**src/rtl/if_fetch_stage.sv**
```systemverilog
// if_fetch_stage: PC owner issuing one imem request at a time, presenting fetched instructions to IF/ID
module if_fetch_stage #(
  parameter logic [31:0] RESET_PC = 32'h0000_0000,
  parameter logic [31:0] NOP_INST = 32'h0000_0000
) (
  input  logic        Clk,
  input  logic        Rst,
  input  logic        stall,
  input  logic        redirect,
  input  logic [31:0] redirect_pc,
  output logic        imem_req,
  output logic [31:0] imem_addr,
  input  logic        imem_rvalid,
  input  logic [31:0] imem_rdata,
  output logic [31:0] if_pc,
  output logic [31:0] if_inst,
  output logic        if_valid
);
  typedef enum logic [1:0] {S_REQ, S_WAIT, S_HOLD, S_DROP} state_t;
  state_t state, state_nx;
  logic [31:0] pc, pc_nx, ibuf, ibuf_nx, target;
  logic unused_low_bits;
  assign target = {redirect_pc[31:2], 2'b00};
  assign unused_low_bits = ^redirect_pc[1:0];
  // state, PC and hold buffer registers
  always_ff @(posedge Clk) begin
    if (Rst) begin
      state <= S_REQ;
      pc <= RESET_PC;
      ibuf <= NOP_INST;
    end else begin
      state <= state_nx;
      pc <= pc_nx;
      ibuf <= ibuf_nx;
    end
  end
  // next state: redirects always win, a response during a redirect is discarded
  always_comb begin
    state_nx = state;
    pc_nx = pc;
    ibuf_nx = ibuf;
    case (state)
      S_REQ: begin
        state_nx = S_WAIT;
        pc_nx = redirect ? target : pc;
      end
      S_WAIT: begin
        if (redirect) begin
          pc_nx = target;
          state_nx = imem_rvalid ? S_REQ : S_DROP;
        end else if (imem_rvalid && !stall) begin
          pc_nx = pc + 32'd4;
          state_nx = S_REQ;
        end else if (imem_rvalid) begin
          ibuf_nx = imem_rdata;
          state_nx = S_HOLD;
        end
      end
      S_HOLD: begin
        if (redirect) begin
          pc_nx = target;
          state_nx = S_REQ;
        end else if (!stall) begin
          pc_nx = pc + 32'd4;
          state_nx = S_REQ;
        end
      end
      default: begin
        pc_nx = redirect ? target : pc;
        state_nx = imem_rvalid ? S_REQ : S_DROP;
      end
    endcase
  end
  // outputs: redirect target bypasses into the request address; bubbles carry 0 / NOP_INST
  always_comb begin
    imem_req = !Rst && state == S_REQ;
    imem_addr = Rst ? 32'd0 : (state == S_REQ && redirect) ? target : pc;
    if_valid = !Rst && !redirect && (state == S_HOLD || (state == S_WAIT && imem_rvalid));
    if_pc = if_valid ? pc : 32'd0;
    if_inst = !if_valid ? NOP_INST : (state == S_HOLD) ? ibuf : imem_rdata;
  end
endmodule
```
**config.mk**
```make
export PLATFORM = sky130hd
export DESIGN_NAME = if_fetch_stage
export DESIGN_NICKNAME = d
export VERILOG_FILES = /design/src/rtl/if_fetch_stage.sv
export SDC_FILE = /design/constraint.sdc
export NUM_CORES = 1
export LEC_CHECK = 0
export ABC_AREA = 1
export BUFFER_PORTS_ARGS = -buffer_cell sky130_fd_sc_hd__buf_2
export CAP_MARGIN = 10
export CORE_ASPECT_RATIO = 0.8
export CORE_MARGIN = 4
export CORE_UTILIZATION = 54
export CTS_CLUSTER_DIAMETER = 80
export CTS_CLUSTER_SIZE = 28
export DETAILED_ROUTE_END_ITERATION = 6
export PLACE_DENSITY_LB_ADDON = 0.12
export SKIP_LAST_GASP = 1
export SLEW_MARGIN = 40
export SYNTH_ARGS = -nofsm -noshare
export SYNTH_HDL_FRONTEND = slang
export SYNTH_SLANG_ARGS = --single-unit
export TNS_END_PERCENT = 20
```
**constraint.sdc**
```tcl
create_clock -name Clk -period 3.73 [get_ports Clk]
set_input_delay 0.1865 -clock Clk [delete_from_list [all_inputs] [get_ports Clk]]
set_output_delay 0.1865 -clock Clk [all_outputs]
set_load 0.005 [all_outputs]
```
# Yosys cells after proc, flatten, opt, wreduce, memory -nomap -nowiden
# Index checks and enable logic that the tools add are counted.
[classes] n_addsub=1 n_eq_ne=5 muxes=18 n_bitwise=2 reduce_logical=15
[ops] cell="$mux W32" count=10
[ops] cell="$pmux W32 S2" count=1
[ops] cell="$add A32 B3 Y32 const B" count=1
[ops] cell="$mux W2" count=6
[ops] cell="$logic_and A1 B1 Y1" count=6
[ops] cell="$ne A3 B3 Y1 const B" count=2
[ops] cell="$pmux W2 S3" count=1
[ops] cell="$ne A4 B4 Y1 const B" count=1
[ops] cell="$reduce_and A4 Y1" count=1
[ops] cell="$logic_not A1 Y1" count=3
[ops] cell="$reduce_and A3 Y1" count=1
[ops] cell="$reduce_bool A3 Y1" count=1
[ops] cell="$eq A2 B1 Y1 const B" count=1
[ops] cell="$eq A2 B2 Y1 const B" count=1
[ops] cell="$logic_not A2 Y1" count=1
[ops] cell="$not A1 Y1" count=2
[ops] cell="$reduce_and A2 Y1" count=1
[ops] cell="$logic_or A1 B1 Y1" count=1
[word_totals] reg_bits=66 inputBits=69 output_inout_bits=98 elab_cells=44

# Logic depth before layout (Yosys ltp)
# Gate-level depths: netlist of the first run.
[logic_depth] depth_word=5 ltp_mapped=11

# Least setup slack after synthesis of the first run
# Ideal clock, no wire load.
[synth_timing] path_type="reg-to-output" startpoint="register state[0]" endpoint="output if_valid" arrival_time_ns=1.436 setup_slack_ns=2.107 stages_incl_launch_ff=9 cell_sequence="dfxtp_1 -> inv_1 -> ha_1 -> buf_2 -> inv_2 -> nand2_1 -> nand3_1 -> clkbuf_1 -> inv_1"
[synth_via] elab_chain_cells=4 elab_cells_between_ends=5
[synth_rtl] item="start, declared" line="20" text="state_t state, state_nx;"
[synth_rtl] item="start signal, assigned" line="32" text="state <= state_nx;"
[synth_rtl] item="$eq A2 B1 Y1" line="78" text="if_valid = !Rst && !redirect && (state == S_HOLD || (state == S_WAIT && imem_rvalid));"
[synth_rtl] item="$logic_and A1 B1 Y1" line="78"
[synth_rtl] item="$logic_or A1 B1 Y1 (*)" line="78"
[synth_rtl] item="$logic_and A1 B1 Y1 (*)" line="78"
[synth_rtl] item="end, declared" line="17" text="output logic if_valid"
# Mark *: on every way between the ends. The rest lies on a longest branch, timed or not.

# Worst setup path after layout of the first run
[layout_timing] startpoint="register state[0]" endpoint="output if_inst[15]"
[layout_via] elab_chain_cells=5 elab_cells_between_ends=7
[layout_rtl] item="$eq A2 B1 Y1" line="78"
[layout_rtl] item="$logic_and A1 B1 Y1" line="78"
[layout_rtl] item="$logic_or A1 B1 Y1" line="78"
[layout_rtl] item="$logic_and A1 B1 Y1" line="78"
[layout_rtl] item="$mux W32 (*)" line="80" text="if_inst = !if_valid ? NOP_INST : (state == S_HOLD) ? ibuf : imem_rdata;"
[layout_rtl] item="end, declared" line="16" text="output logic [31:0] if_inst,"
# Marked as above.

==> impl_results.md, run 1 <==
* CTS tree: built
* Port Buffers at 160
* Largest net degree at the start of global routing at 71
* Vias at 5692
* Min-Delay Path Class: primary input to flip-flop
* Diodes inserted at 0
* Final setup fails at 0
* FMAX at 0.350 GHz
* Root Buffer: clkbuf_8
* Hold-fix buffers, CTS at 0
* DRT Pass-1 Iters at 5
* Initial core utilization at 56.1%
* R2R Setup Slk at 1.06 ns
* CTS H-tree lvls at 3
* Fin crit period at 2.86 ns
* Syn. warnings at 0
* GR Util All Layers at 28.4%
* Share of the synthesized area in the top cell type at 28.4%
* Detail Placement HPWL at 10300 µm
* CP max FO at 36
* Post-CTS setup buffers at 0
* Die width at 110 µm
* Sequential area share after synthesis at 28.4%
* Core box area at 8060 µm²
* Final hold vios at 0
* Layout cells sized above 1 at 22.0%
* Final ANT Viol Nets at 0
* Pwr/cell area at 386 nW/µm²
* GR Overflow Total at 0
* Avg Cell Area, Syn at 5.61 µm²
* Vias in the first global route at 4909
* Total Nets Final at 1010
* Mapped Area at 4520 µm²
* Mapped Cells at 805
* Post-synth ARST share at 0%
* Cell repeated most along the worst path: buf_4
* Overall routed net length at 14600 µm
* Clock Skew at 0.0157 ns
* Outcome: finished clean
* CP Data Required Time at 3.54 ns
* Die footprint at 9900 µm²
* Initial antenna violation count at 0
* Maximum vdd ir drop at 0.000207 V
* DRC viols at 0
* Avg WL per Cell at 13.9 µm
* #FFs+latches synth at 64
* Global-route wire length before repair at 23200 µm
* Vias per std cell at 5.43
* Most frequent cell after synthesis: nand2_1
* Arr. time, crit path at 2.67 ns
* Worst Tran Pin Value at 0.743 ns
* Latest clock arrival within the worst-skew pair at 0.35 ns
* Reg clk slew, reported paths at 0.07 ns
* CTS Buf Count at 9
* Unrepaired setup endpoints after global routing: no
* CP max stage delay at 0.46 ns
* # rows at 29
* Die H at 89.8 µm
* TritonCTS Sinks at 64
* Post-synth EDFFs at 0
* Drt first-iter violations at 439
* Final worst-path cycle share at 76.7%
* Crit path cell chain: inv_1 > ha_1 > buf_4 > inv_2 > nand2_1 > nand3_2 > buf_4 > a21oi_1 > buf_2
* Count of pins over their slew limit at 0
* Critical Path Slowest Stage Cell: buf_4
* Filler instances at 774
* Library cells used by synthesis at 28
* Final RePlAce weighted congestion at 0.924
* Hold_ws at 0.0827 ns
* P&R area growth vs syn at 21.2%
* Max-Cap Viols at 0
* Ys flop type: dfxtp_1
* Io pins at 167
* CTS max path bufs at 2
* Synth area leaders: dfxtp_1 28%, nand2_1 18%, nor2_1 14%
* Post-CTS sizing at 0
* Worst setup EP type: output port
* Max transition margin at 50.4%
* Setup TNS at 0 ns
* Worst Path Class, Setup: flip-flop to output port
* Leakage at 0.00258 µW
* Synth top cells by count: 220 x nand2_1, 164 x nor2_1, 95 x a21oi_1
* Post-synth top area cell: dfxtp_1
* Critical path launch point type: flip-flop
## routing by layer
metal / track usage (%) / vias to the layer above / part of all wire [%]
met3: 5.87 / 27 / 8.7
met4: 8.31 / 0 / 1.8
met1: 40.3 / 2575 / 45
met2: 43.2 / 251 / 44
met5: 0 / - / 0
li1: - / 2839 / -
## sequential cells by signal, summed over array words and instances (netlist names)
| name | cells |
|---|---|
| pc | 30 |
| ibuf | 32 |
| state | 2 |
## cells by family after synthesis
family,count (synthesis),share of synthesized area [%]
XOR/XNOR,1,0.194
buffers and inverters,104,9.58
other,1,0.0830
AO/OA/AOI/OAI,192,21.7
flip-flops,64,28.4
adder cells (fa/ha/maj),5,1.38
AND/OR/NAND/NOR,438,38.7
## per-stage QoR
step | util (%) | instances | setup slack [ns] | instance area [µm²] | total power (µW)
after floorplan | - | 808 | 2.11 | 4530 | 1320
after global placement | 65.7 | 1033 | 1.23 | 5290 | 1530
after detailed placement | 65.7 | 1033 | 1.15 | 5300 | 1550
after CTS | 68.0 | 1049 | 0.858 | 5480 | 2120
after global routing | 68.0 | 1049 | 0.638 | 5480 | 2260
final | 68.0 | 1049 | 0.869 | 5480 | 2120
## placed cells by master (no fill, tap or decap), drive strengths merged, types with 2 or more instances in the layout
cell type and n:
conb 4, a31oi 2, o211ai 2, a21oi 95, dfxtp 64, nor2 171, ha 5, o21ai 89
nand3 37, nand2 224, o22ai 3, inv 53, buf 167, clkbuf 11, nand4 5, clkinv 5
## final timing paths
| kind | startpoint | endpoint | cells past startpoint |
|---|---|---|---|
| max | state[0] | if_inst[15] | 9 |
| min | imem_rdata[7] | ibuf[7] | 3 |
| max reg2reg | state[0] | pc[13] | 12 |
| min reg2reg | pc[31] | pc[31] | 2 |
## layout make-up
cell class / instances / area, µm² / area share [%]
repair buffers: 167 / 853 / 15.6
flip-flops and latches: 64 / 1280 / 23.4
inverters: 54 / 203 / 3.70
multi-input cells: 640 / 2820 / 51.5
clock buffers: 11 / 151 / 2.76
clock inverters: 5 / 31.3 / 0.571
well taps: 108 / 135 / 2.47
## power by group
part / switching, µW / leakage [µW] / total, µW / internal, µW
clock network: 294 / 0.0000951 / 570 / 275
logic: 462 / 0.00196 / 710 / 248
registers: 80.2 / 0.000524 / 837 / 757
total: 837 / 0.00258 / 2120 / 1280
## worst max-delay path, delay by kind of cell (launching register included)
family	cells	cell delay (ns)
flip-flops	1	0.35
AO/OA/AOI/OAI	1	0.19
adder cells (fa/ha/maj)	1	0.14
AND/OR/NAND/NOR	2	0.54
buffers and inverters	5	1.08
No activity file was read; power rests on OpenSTA's default activity.
==> run 2: changes to the inputs <==
--- a/config.mk
+++ b/config.mk
@@ -5,12 +5,12 @@
 export SDC_FILE = /design/constraint.sdc
 export NUM_CORES = 1
 export LEC_CHECK = 0
-export ABC_AREA = 1
+export ABC_AREA = 0
 export BUFFER_PORTS_ARGS = -buffer_cell sky130_fd_sc_hd__buf_2
 export CAP_MARGIN = 10
 export CORE_ASPECT_RATIO = 0.8
 export CORE_MARGIN = 4
-export CORE_UTILIZATION = 54
+export CORE_UTILIZATION = 46
 export CTS_CLUSTER_DIAMETER = 80
 export CTS_CLUSTER_SIZE = 28
 export DETAILED_ROUTE_END_ITERATION = 6
==> constraint.sdc (replaced) <==
create_clock -name Clk -period 2.57 [get_ports Clk]
set_input_delay 0.1285 -clock Clk [delete_from_list [all_inputs] [get_ports Clk]]
set_output_delay 0.1285 -clock Clk [all_outputs]
set_load 0.005 [all_outputs]
==> run 2 against run 1 <==
Non-clock buffer count is 11 higher. Sequential power is 41% higher. Clock skew is 0.0054 ns lower. Via count is 11% lower. Routed wire length is 6.7% lower. Total power is 54% higher. Critical path depth is 1 lower. First-iteration DRC count is 21% lower. Die area is 16% higher. Combinational power is 17% higher. Flip-flop and latch count stayed put.
==> impl_results.md, run 2 <==
* Outcome: finished clean
* CP Data Required Time at 2.44 ns
* Drt first-iter violations at 347
* Filler instances at 935
* Commonest non-fill, non-tap cell in the layout: buf_2
* DRC viols at 0
* Syn. warnings at 0
* Multi-input logic area at 2960 µm²
* Post-synth EDFFs at 0
* Hold path start: imem_rdata[22]
* Fin util at 59.3%
* Final ANT Viol Nets at 0
* Clock Skew at 0.0103 ns
* TritonCTS Sinks at 64
* Area post-placement at 5390 µm²
* Global-route wire length before repair at 22200 µm
* Synth area leaders: dfxtp_1 28%, nand2_1 13%, a21oi_1 10%
* Initial antenna violation count at 0
* Share of the synthesized area in the top cell type at 28.4%
* Count of pins over their slew limit at 0
* Most frequent cell after synthesis: nand2_1
* R2R Setup Slk at 0.43 ns
* Endpoint of the worst hold path: ibuf[22]
* CTS max path bufs at 2
* Worst Tran Pin Value at 0.779 ns
* Most frequent cells in the layout: 159 x buf_2, 157 x nand2_1, 90 x a21oi_1
* Root Buffer: clkbuf_16
* Diodes inserted at 0
* Die H at 96.5 µm
* Post-route cell area at 5700 µm²
* Worst R2R Path Depth at 8
* Final RePlAce weighted congestion at 0.889
* Post-synth top area cell: dfxtp_1
* CTS Buf Count at 9
* Initial core utilization at 46.9%
* Leakage at 0.00251 µW
* Unrepaired setup endpoints after global routing: no
* Worst path bufs/invs at 4
* Core box area at 9610 µm²
* Library cells used by synthesis at 53
* CP Depth at 8
* Final setup fails at 0
* Detail Placement HPWL at 9590 µm
* Largest regs: ibuf x32, pc x30, state x2
* Die width at 119 µm
* Latest clock arrival within the worst-skew pair at 0.32 ns
* Post-synth ARST share at 0%
* Final worst-path cycle share at 88.2%
* Crit path cell chain: inv_1 > ha_1 > a21oi_1 > or3_1 > inv_2 > buf_4 > and2_1 > buf_2
* Die footprint at 11500 µm²
* Largest net degree at the start of global routing at 73
* Port Buffers at 160
* Cell family with most CP delay: buffers and inverters
* Sequential area share after synthesis at 28.4%
* GR Overflow Total at 0
* Vias per std cell at 5.49
* Avg WL per Cell at 14.7 µm
* Total Nets Final at 871
* Mapped Cells at 666
* Overall routed net length at 13600 µm
* Post-CTS setup buffers at 0
* Pwr/cell area at 571 nW/µm²
* Maximum vdd ir drop at 0.000331 V
* Max transition margin at 48.0%
* Mapped Area at 4510 µm²
* CTS H-tree lvls at 3
* Io pins at 167
* Max FFs per register at 32
* Final hold vios at 0
* Synth top cells by count: 157 x nand2_1, 90 x a21oi_1, 65 x nor2_1
* Most flops, register: ibuf
* Post-CTS sizing at 0
* Max-Cap Viols at 0
* DRT Pass-1 Iters at 6
* Worst setup EP type: output port
* CP max stage delay at 0.34 ns
* Min-Delay Path Class: primary input to flip-flop
* Reg2reg start: state[1]
* Storage cell area at 1280 µm²
* GR Util All Layers at 23.2%
* Hold Path Stages at 3
* Hold-fix buffers, CTS at 0
* Vias in the first global route at 4563
* Worst Path Class, Setup: flip-flop to output port
* Critical path launch point type: flip-flop
* Fin crit period at 2.27 ns
* Reg clk slew, reported paths at 0.06 ns
* Ys flop type: dfxtp_1
* RR Endpoint: pc[25]
* FMAX at 0.441 GHz
* Setup TNS at 0 ns
* # rows at 32
* CP max FO at 20
* Critical Path Slowest Stage Cell: dfxtp_1
* #FFs+latches synth at 64
* Layout cells sized above 1 at 25.8%
* Avg Cell Area, Syn at 6.77 µm²
* CTS tree: built
* P&R area growth vs syn at 26.5%
* Vias at 5060
* Arr. time, crit path at 2.14 ns
run 2: cell types whose count changed after synthesis, sizes merged, moves of 14 or more:
cell / change
nor2: -106
o21ai: -74
nand2: -67
inv: -43
mux2i: +36
and2: +30
nand3: -19
and3: +14
run 2: area by class of cell:
class / instances / share of cell area, %
Inverter: 10 / 0.659
Tap cell: 119 / 2.61
Timing Repair Buffer: 178 / 16.9
Multi-Input combinational cell: 534 / 51.9
Sequential cell: 64 / 22.5
Clock buffer: 10 / 4.19
Clock inverter: 6 / 1.21
run 2: worst max-delay path by stage:
stage,from,end
finish,state[1],if_pc[16]
global placement,state[1],pc[25]
detailed placement,state[1],pc[25]
floorplan,state[0],pc[4]
global route,state[1],if_pc[28]
CTS,state[1],if_pc[26]
run 2: report_power, final:
group,internal [µW],switching (µW),total [µW]
Combinational,352,476,828
Sequential,1060,113,1180
Clock,778,469,1250
Total,2200,1060,3250
run 2: cell families after synthesis:
family | share of synthesized area, %
simple gates | 35.1
compound gates | 20.6
buf+inv | 6.44
flops | 28.4
mux | 8.00
fa+ha+maj | 1.39
other cells | 0.0832
run 2: worst min-delay path, delay by kind of cell:
kind,cells,cell delay [ns]
AND/OR/NAND/NOR,1,0.05
AO/OA/AOI/OAI,1,0.05
buffers and inverters,1,0.10
run 2: metrics by stage:
step	power [µW]	cells	worst slack (ns)	hold WS (ns)
6_report	3250	921	0.302	0.0499
5_1_grt	3440	921	0.109	0.0417
4_1_cts	3270	921	0.203	0.0446
3_5_place_dp	2020	905	0.446	0.389
3_3_place_gp	2000	905	0.510	0.379
2_1_floorplan	1720	669	0.636	0.264
run 2: routing by layer:
metal  vias to the layer above  routed length [µm]  track usage (%)
li1                       2556                   -                -
met1                      2303                6270             31.4
met2                       184                6200             37.6
met3                        17                 920             4.95
met4                         0                 184             6.56
met5                         -                   0                0
